### src/rtl/tcp_pkg.sv
// Shared types and constants for the TCP receive control path.
package tcp_pkg;

    localparam int unsigned DROP_CNT_W_DEFAULT = 16;
    localparam int unsigned TCP_FLAGS_W        = 8;

    // Bit positions inside the 8-bit TCP flags field
    localparam int unsigned TCP_FLAG_SYN = 1;
    localparam int unsigned TCP_FLAG_ACK = 4;

    typedef enum logic [3:0] {
        RX_IDLE,
        RX_CAM_REQ,
        RX_CAM_RESP,
        RX_RD_REQ,
        RX_RD_RESP,
        RX_CALC,
        RX_UPDATE,
        RX_FLOWID,
        RX_NEW_FLOW,
        RX_DROP
    } tcp_rx_ctrl_state_e;

endpackage

### src/rtl/tcp_rx_ctrl_multi_done.sv
// N-way request fan-out: each val stays up until its own handshake, all_done
// fires in the cycle the last outstanding handshake completes.
module tcp_rx_ctrl_multi_done #(
    parameter int unsigned N = 2
) (
    input  logic         clk,
    input  logic         rst,
    input  logic         val_set,
    input  logic [N-1:0] rdy,
    output logic [N-1:0] val,
    output logic         all_done
);

    logic [N-1:0] done_q;
    logic [N-1:0] fire;

    assign val      = {N{val_set}} & ~done_q;
    assign fire     = val & rdy;
    assign all_done = val_set & (&(done_q | fire));

    always_ff @(posedge clk) begin
        if (!rst) begin
            done_q <= '0;
        end else if (!val_set || all_done) begin
            done_q <= '0;
        end else begin
            done_q <= done_q | fire;
        end
    end

endmodule

### src/rtl/tcp_rx_ctrl.sv
// Receive control FSM: steps one packet at a time through the fastpath,
// new-flow or drop sequence and drives the datapath strobes.
module tcp_rx_ctrl
    import tcp_pkg::*;
#(
    parameter int unsigned DROP_CNT_W = DROP_CNT_W_DEFAULT
) (
    input  logic                   clk,
    input  logic                   rst,
    input  logic                   rx_pkt_val,
    output logic                   rx_pkt_rdy,
    input  logic [TCP_FLAGS_W-1:0] rx_tcp_flags,
    output logic                   read_flow_cam_val,
    input  logic                   read_flow_cam_rdy,
    input  logic                   read_flow_cam_resp_val,
    input  logic                   read_flow_cam_hit,
    output logic                   flowid_req_val,
    input  logic                   flowid_req_rdy,
    input  logic                   flowid_avail,
    output logic                   state_rd_req_val,
    input  logic                   state_rd_req_rdy,
    input  logic                   state_rd_resp_val,
    output logic                   state_wr_req_val,
    input  logic                   state_wr_req_rdy,
    output logic                   rx_sched_update_val,
    input  logic                   rx_sched_update_rdy,
    output logic                   new_flow_val,
    input  logic                   new_flow_rdy,
    output logic                   app_new_flow_val,
    input  logic                   app_new_flow_rdy,
    output logic                   slow_path_send_pkt_enqueue_val,
    input  logic                   slow_path_send_pkt_enqueue_rdy,
    output logic                   ctrl_datap_save_input,
    output logic                   ctrl_datap_save_flow_state,
    output logic                   ctrl_datap_save_calcs,
    output logic                   store_flowid_cam,
    output logic                   store_flowid_manager,
    output logic [DROP_CNT_W-1:0]  rx_drop_cnt,
    output logic                   ctrl_busy
);

    tcp_rx_ctrl_state_e state_q, state_d;
    logic               syn_q, ack_q;
    logic               drop_inc;
    logic               upd_set, upd_all_done;
    logic               nf_set, nf_all_done;
    logic [1:0]         upd_val;
    logic [2:0]         nf_val;
    logic               unused_flags;

    // Only SYN and ACK steer the control path; other flag bits belong to the datapath
    assign unused_flags = ^rx_tcp_flags;

    assign upd_set = rst && (state_q == RX_UPDATE);
    assign nf_set  = rst && (state_q == RX_NEW_FLOW);

    tcp_rx_ctrl_multi_done #(.N(2)) u_upd_done (
        .clk      (clk),
        .rst      (rst),
        .val_set  (upd_set),
        .rdy      ({rx_sched_update_rdy, state_wr_req_rdy}),
        .val      (upd_val),
        .all_done (upd_all_done)
    );

    tcp_rx_ctrl_multi_done #(.N(3)) u_nf_done (
        .clk      (clk),
        .rst      (rst),
        .val_set  (nf_set),
        .rdy      ({slow_path_send_pkt_enqueue_rdy, app_new_flow_rdy, new_flow_rdy}),
        .val      (nf_val),
        .all_done (nf_all_done)
    );

    assign state_wr_req_val               = upd_val[0];
    assign rx_sched_update_val            = upd_val[1];
    assign new_flow_val                   = nf_val[0];
    assign app_new_flow_val               = nf_val[1];
    assign slow_path_send_pkt_enqueue_val = nf_val[2];

    assign ctrl_datap_save_input = rx_pkt_val & rx_pkt_rdy;
    assign store_flowid_manager  = flowid_req_val & flowid_req_rdy;
    assign ctrl_busy             = (state_q != RX_IDLE);

    always_ff @(posedge clk) begin
        if (!rst) begin
            state_q     <= RX_IDLE;
            syn_q       <= 1'b0;
            ack_q       <= 1'b0;
            rx_drop_cnt <= '0;
        end else begin
            state_q <= state_d;
            if (ctrl_datap_save_input) begin
                syn_q <= rx_tcp_flags[TCP_FLAG_SYN];
                ack_q <= rx_tcp_flags[TCP_FLAG_ACK];
            end
            if (drop_inc && (rx_drop_cnt != '1)) begin
                rx_drop_cnt <= rx_drop_cnt + DROP_CNT_W'(1);
            end
        end
    end

    // Next-state and request decode; everything stays low while in reset
    always_comb begin
        state_d                    = state_q;
        rx_pkt_rdy                 = 1'b0;
        read_flow_cam_val          = 1'b0;
        flowid_req_val             = 1'b0;
        state_rd_req_val           = 1'b0;
        ctrl_datap_save_flow_state = 1'b0;
        ctrl_datap_save_calcs      = 1'b0;
        store_flowid_cam           = 1'b0;
        drop_inc                   = 1'b0;
        if (rst) begin
            unique case (state_q)
                RX_IDLE: begin
                    rx_pkt_rdy = 1'b1;
                    if (rx_pkt_val) state_d = RX_CAM_REQ;
                end
                RX_CAM_REQ: begin
                    read_flow_cam_val = 1'b1;
                    if (read_flow_cam_rdy) state_d = RX_CAM_RESP;
                end
                RX_CAM_RESP: begin
                    if (read_flow_cam_resp_val) begin
                        if (read_flow_cam_hit) begin
                            store_flowid_cam = 1'b1;
                            state_d          = RX_RD_REQ;
                        end else if (syn_q && !ack_q && flowid_avail) begin
                            state_d = RX_FLOWID;
                        end else begin
                            state_d = RX_DROP;
                        end
                    end
                end
                RX_RD_REQ: begin
                    state_rd_req_val = 1'b1;
                    if (state_rd_req_rdy) state_d = RX_RD_RESP;
                end
                RX_RD_RESP: begin
                    if (state_rd_resp_val) begin
                        ctrl_datap_save_flow_state = 1'b1;
                        state_d                    = RX_CALC;
                    end
                end
                RX_CALC: begin
                    ctrl_datap_save_calcs = 1'b1;
                    state_d               = RX_UPDATE;
                end
                RX_UPDATE: begin
                    if (upd_all_done) state_d = RX_IDLE;
                end
                RX_FLOWID: begin
                    flowid_req_val = 1'b1;
                    if (flowid_req_rdy)    state_d = RX_NEW_FLOW;
                    else if (!flowid_avail) state_d = RX_DROP;
                end
                RX_NEW_FLOW: begin
                    if (nf_all_done) state_d = RX_IDLE;
                end
                RX_DROP: begin
                    drop_inc = 1'b1;
                    state_d  = RX_IDLE;
                end
                default: state_d = RX_IDLE;
            endcase
        end
    end

endmodule

### config.mk
export PLATFORM = sky130hd
export DESIGN_NAME = tcp_rx_ctrl
export DESIGN_NICKNAME = d
export VERILOG_FILES = /design/src/rtl/tcp_pkg.sv /design/src/rtl/tcp_rx_ctrl_multi_done.sv /design/src/rtl/tcp_rx_ctrl.sv
export SDC_FILE = /design/constraint.sdc
export NUM_CORES = 1
export LEC_CHECK = 0
export ABC_AREA = 1
export ABC_CLOCK_PERIOD_IN_PS = 2300
export CORE_UTILIZATION = 45
export DETAILED_ROUTE_END_ITERATION = 12
export GPL_ROUTABILITY_DRIVEN = 0
export GPL_TIMING_DRIVEN = 1
export PLACE_DENSITY = 0.76
export SLEW_MARGIN = 30
export SYNTH_ARGS = -nofsm -noshare
export SYNTH_HDL_FRONTEND = slang
export SYNTH_HIERARCHICAL = 1
export SYNTH_SLANG_ARGS = --single-unit
### constraint.sdc
create_clock -name clk -period 2.3 [get_ports clk]
set_input_delay 0.345 -clock clk [delete_from_list [all_inputs] [get_ports clk]]
set_output_delay 0.345 -clock clk [all_outputs]
set_load 0.01 [all_outputs]
# Word level (Yosys, flattened, before mapping)
# Cells that the tools add are included.
# classes
muxes	31
n_shift	0
n_reduce_logical	17
multipliers	0
n_eq_ne	18
n_addsub	1
magnitude_cmp	0
bitwise	13
div	0
# op_table
op	n
two-way mux 4 bit	11
one-hot mux 4 bit (9 select lines)	1
two-way mux 1 bit	19
adder 16 x 1 -> 16 bit (second input constant)	1
equality test 4 x 3 -> 1 bit (second input constant)	4
!= test 16 bit (second input constant)	1
!= test 2 bit (second input constant)	5
equality test 4 x 2 -> 1 bit (second input constant)	2
equality test 4 bit (second input constant)	2
AND reduction 8 bit	1
AND 3 bit	2
logical AND 1 bit	5
AND 1 bit	4
AND 2 bit	2
equality test 4 x 1 -> 1 bit (second input constant)	1
zero test 4 bit	1
!= test 2 x 1 -> 1 bit (second input constant)	2
nonzero test 4 bit	1
OR reduction 2 bit	2
zero test 1 bit	3
!= test 3 bit (second input constant)	1
inverter 3 bit	1
OR 3 bit	1
AND reduction 3 bit	1
5 further kinds	6
# word_totals
mem_bits_ro	0
latchBits	0
word_cells	86
ff_bits	27
n_memories	0
output_inout_bits	31
ram_bits	0
inputBits	23

# Logic depth before layout (Yosys ltp)
# logic_depth
depth_word	9
mapped_depth	15
ltp_nobuf	15

# Hierarchy
# The synthesis kept the hierarchy.
# modules_own_cells
mod	area_each_um2	n_inst	seq_area_each_um2	cells_per_inst
tcp_rx_ctrl	1591.5	1	440.4	260
tcp_rx_ctrl_multi_done at u_nf_done	173.9	1	60.1	29
tcp_rx_ctrl_multi_done at u_upd_done	118.9	1	40.0	21

# Least setup slack after synthesis
# OpenSTA, ideal clock, no wires.
# synth_path
kind	in2reg
from	in rst
to	reg state_q[1]
setup_time_ps	115
path_buffers	1
cell_stages	14
arrival_time_ps	1921
slack_ps	264
required_ps	2185
cell_sequence	inv_1 > buf_1 > nor3_1 > nand2_1 > nand2_1 > nand2_1 > nor2_2 > inv_1 > nand3_1 > nand2_1 > nor2_2 > nand3_1 > nand2_1 > nor2_1
# synth_between
elab_chain_len	8
word_cells_on_any_way	15
cone_classes	2 x eq/ne; 8 x bitwise; 5 x reduce/logical
# synth_rtl
element	line_no	source
start, declared	tcp_rx_ctrl.sv:9	input logic rst,
logical AND 1 bit *	tcp_rx_ctrl.sv:54	assign upd_set = rst && (state_q == RX_UPDATE);
via upd_set	tcp_rx_ctrl.sv:45	logic upd_set, upd_all_done;
AND 2 bit	tcp_rx_ctrl_multi_done.sv:17	assign val = {N{val_set}} & ~done_q;
AND 2 bit	tcp_rx_ctrl_multi_done.sv:18	assign fire = val & rdy;
OR 2 bit	tcp_rx_ctrl_multi_done.sv:19	assign all_done = val_set & (&(done_q | fire));
AND reduction 2 bit	tcp_rx_ctrl_multi_done.sv:19	
AND 1 bit *	tcp_rx_ctrl_multi_done.sv:19	
via upd_all_done	tcp_rx_ctrl.sv:45	
!= test 2 x 1 -> 1 bit (no line) *	--	
AND reduction 8 bit (no line) *	--	
end signal, assigned	tcp_rx_ctrl.sv:92	state_q <= state_d;
end, declared	tcp_rx_ctrl.sv:42	tcp_rx_ctrl_state_e state_q, state_d;
# The timed path passes the listed nets; every way through them passes the cells marked *.
# A chain may end at the register's enable or synchronous reset.

# Worst setup path after layout
# layout_path
from	in rst
to	out ctrl_datap_save_input
# layout_between
elab_chain_len	2
# layout_rtl
element	line_no	source
two-way mux 1 bit	tcp_rx_ctrl.sv:114	if (rst) begin
AND 1 bit	tcp_rx_ctrl.sv:81	assign ctrl_datap_save_input = rx_pkt_val & rx_pkt_rdy;
end, declared	tcp_rx_ctrl.sv:33	output logic ctrl_datap_save_input,
# Every way passes these cells.

==> flow_summary.yaml <==
global_routing:
  grt_max_degree: 17
  grt_pass1_wl_mm: 7.679
  grt_pass1_vias: 1860
  grt-ovfl-total: 0
  grt_antenna_before_repair: 0
  track_usage_pct: 22.05
synthesis:
  synth_fp_nets: 334
  syn_inst: 310
  syn_area_sq_um: 1884
  synth-seq-area-share_pct: 28.69
  ys_types: 27
  synth_warnings: 6
  synth_seq_cells: 27
  synth.avg_cell_area_sq_um: 6.078
die:
  core_sq_um: 4000
  die_h_um: 66.71
  start_util_pct: 47.11
  dieArea_sq_um: 4450
  die_x_um: 66.71
  rows: 23
  pin_count: 54
timing:
  final.min_clock_period_ps: 2210
  max_slew_margin_pct: 73.08
  fin_worst_hold_slack_ps: 473.3
  finalSetupViolations: 0
  hold_viol: 0
  drv_slew: 0
  post-route-period-util_pct: 96.07
  tightest_slew_ps: 402.9
  fmax_mhz: 452.6
  rsz0062_at_grt: "no"
  finClkSkew_ps: 4.297
worst_setup_path:
  cp_max_fo: 10
  crit_family: "buffers and inverters"
  cp_num_buf_inv: 4
  critical_path.endpoint_type: "primary output"
  slowest_delay_ps: 570
  crit_path_top_delay_cell: "clkdlybuf4s50_1"
  rrSetupSlack_ps: 260
  arrival_ps: 1860
  rr_startpoint: "state_q[3]$_SDFFE_PN0P_"
  worst_ep_required_time_ps: 1960
  cp_num_cells: 5
  critical_path_class: "in2out"
  timing.rr.end: "state_q[2]$_SDFFE_PN0P_"
  startpoint: "rst"
  startpoint_type: "primary input"
  worst_path_most_repeated_cell: "clkdlybuf4s50_1"
  r2r_cells: 17
  path_cells: "clkdlybuf4s50_1 -> inv_1 -> buf_4 -> nor3_4 -> clkdlybuf4s50_1"
power_and_ir_drop:
  switching_share_pct: 38.45
  power.total_mw: 1.448
  switching_power_mw: 0.5568
  combinationalPowerShare_pct: 41.7
  ir_drop_mv: 0.3217
  powerDensity_nw_per_um2: 556.2
  intPower_mw: 0.8913
  seq_power_share_pct: 39.1
  clock_power_share_pct: 19.1
  p_leak_nw: 1.253
hold_path:
  whs_path_depth: 2
  min_to: "ack_q$_SDFFE_PN0P_"
  hold_class: "reg2reg"
  min_from: "ack_q$_SDFFE_PN0P_"
cells_and_area:
  diodes: 0
  finish.utilization_pct: 65.09
  final_common_cell: "nand2_1"
  layout.cells.non_filler: 424
  layout_common_cells: "89 x nand2_1, 49 x inv_1, 40 x nor2_1, 37 x clkdlybuf4s50_1, 27 x nand3_1"
  fin_area_sq_um: 2604
  num-nets-final: 399
  drive_above_1_share_pct: 17.91
  area_delta_synth_final_pct: 38.18
place:
  placed_area_sq_um: 2521
  port_buffers: 47
  dp.cells: 420
  dp_hpwl_mm: 3.472
detailed_routing:
  firstDrtPassIters: 4
  vias: 2022
  routed_wl_mm: 4.466
  ant_nets: 0
  vias_per_cell: 4.769
  routedWlPerCell_um: 10.53
  drt_iter0_drc: 79
  post-route-drc-count: 0
cts:
  cts_buffer_depth: 2
  clkTransAtPathRegs_ps: 90
  clockRootBuffer: "clkbuf_8"
  h-tree-depth: 1
  cts_inserted_buffers: 3
  cts_tree: "done"
  postCtsSetupBuffers: 0
  cts.sinks: 27
  insertion_delay_ps: 270
job:
  drv_cap: 0
status:
  status: "completed"
Yosys cell counts:
library cell	number	share of area (%)
dfxtp_1	27	29
inv_2	1	0.20
xnor2_1	2	0.93
clkbuf_1	1	0.20
inv_1	49	9.8
ha_1	1	0.66
nor2_4	3	1.8
buf_6	2	1.2
nand3_4	1	0.93
buf_2	1	0.27
nand2_2	12	4.0
xor2_1	3	1.4
nand3_1	27	7.2
nor2_2	7	2.3
nor3_1	6	1.6
nand3_2	1	0.53
nand3b_1	1	0.40
nor4_1	2	0.66
nand2_1	89	18
nor2_1	43	8.6
nand4_1	3	1.0
a21oi_1	12	3.2
nor3_4	1	0.86
o31ai_1	1	0.40
buf_1	2	0.40
o21ai_0	2	0.53
a21oi_2	10	4.6
worst min-delay path, stage by stage, from the launching register on:
cell and delay [ps]:
dfxtp_1 310, inv_1 60, o31ai_1 70
kinds of logic (layout without fill, tap and decap cells):
kind of cell	Yosys count	after routing	share of synthesized area (%)
AO/OA/AOI/OAI	25	25	8.765
XOR/XNOR	5	5	2.324
adder cells (fa/ha/maj)	1	1	0.6639
buffers and inverters	56	120	12.02
flip-flops	27	27	28.69
AND/OR/NAND/NOR	196	196	47.54
repair_timing:
item / CTS / global route
gates cloned: 0 / 0
endpoints found under the setup margin: 5 / 9
pin swaps: 0 / 0
resized for setup: 7 / 12
hold buffers: 0 / 0
flip-flops by register name, indices dropped and copies added, names as in the netlist:
register and cells:
state_q 4, syn_q 1, ack_q 1, rx_drop_cnt 16, u_nf_done/done_q 3, u_upd_done/done_q 2
power groups by stage:
stage               clock [mW]  sequential, mW  combinational [mW]
floorplan                    0           0.541               0.399
global placement             0           0.563               0.597
detailed placement           0           0.565               0.602
CTS                      0.288           0.561               0.602
global route             0.301           0.573               0.688
finish                   0.277           0.567               0.604
worst max-delay path by stage:
stage	endpoint	slack, ps
finish	ctrl_datap_save_input	90
global route	ctrl_datap_save_input	20
CTS	ctrl_datap_save_flow_state	8
detailed placement	slow_path_send_pkt_enqueue_val	-40
global placement	slow_path_send_pkt_enqueue_val	-40
floorplan	state_q[1]$_SDFFE_PN0P_	260
metrics by stage:
stage | setup TNS [ps] | worst slack [ps]
global placement | -90.37 | -37.41
global route | 0 | 21.32
finish | 0 | 90.42
detailed placement | -121.2 | -41.45
floorplan | 0 | 263.8
CTS | 0 | 8.475
routing by layer:
layer	up-vias	global-route usage [%]	share of wire, %
met5	-	0	0
met4	0	5.319	0.65
met3	2	4.110	5.0
met2	44	39.14	48
met1	890	27.01	46
li1	1086	-	-
cell type report:
cell class / count / area [sq um]
Clock inverter: 1 / 7.507
Clock buffer: 3 / 41.29
Multi-Input combinational cell: 227 / 1130
Inverter: 50 / 187.7
Tap cell: 50 / 62.56
Sequential cell: 27 / 548.0
Timing Repair Buffer: 66 / 626.9
Fill cell: 377 / 1396
Note: power is estimated with default switching activity, not from simulation.
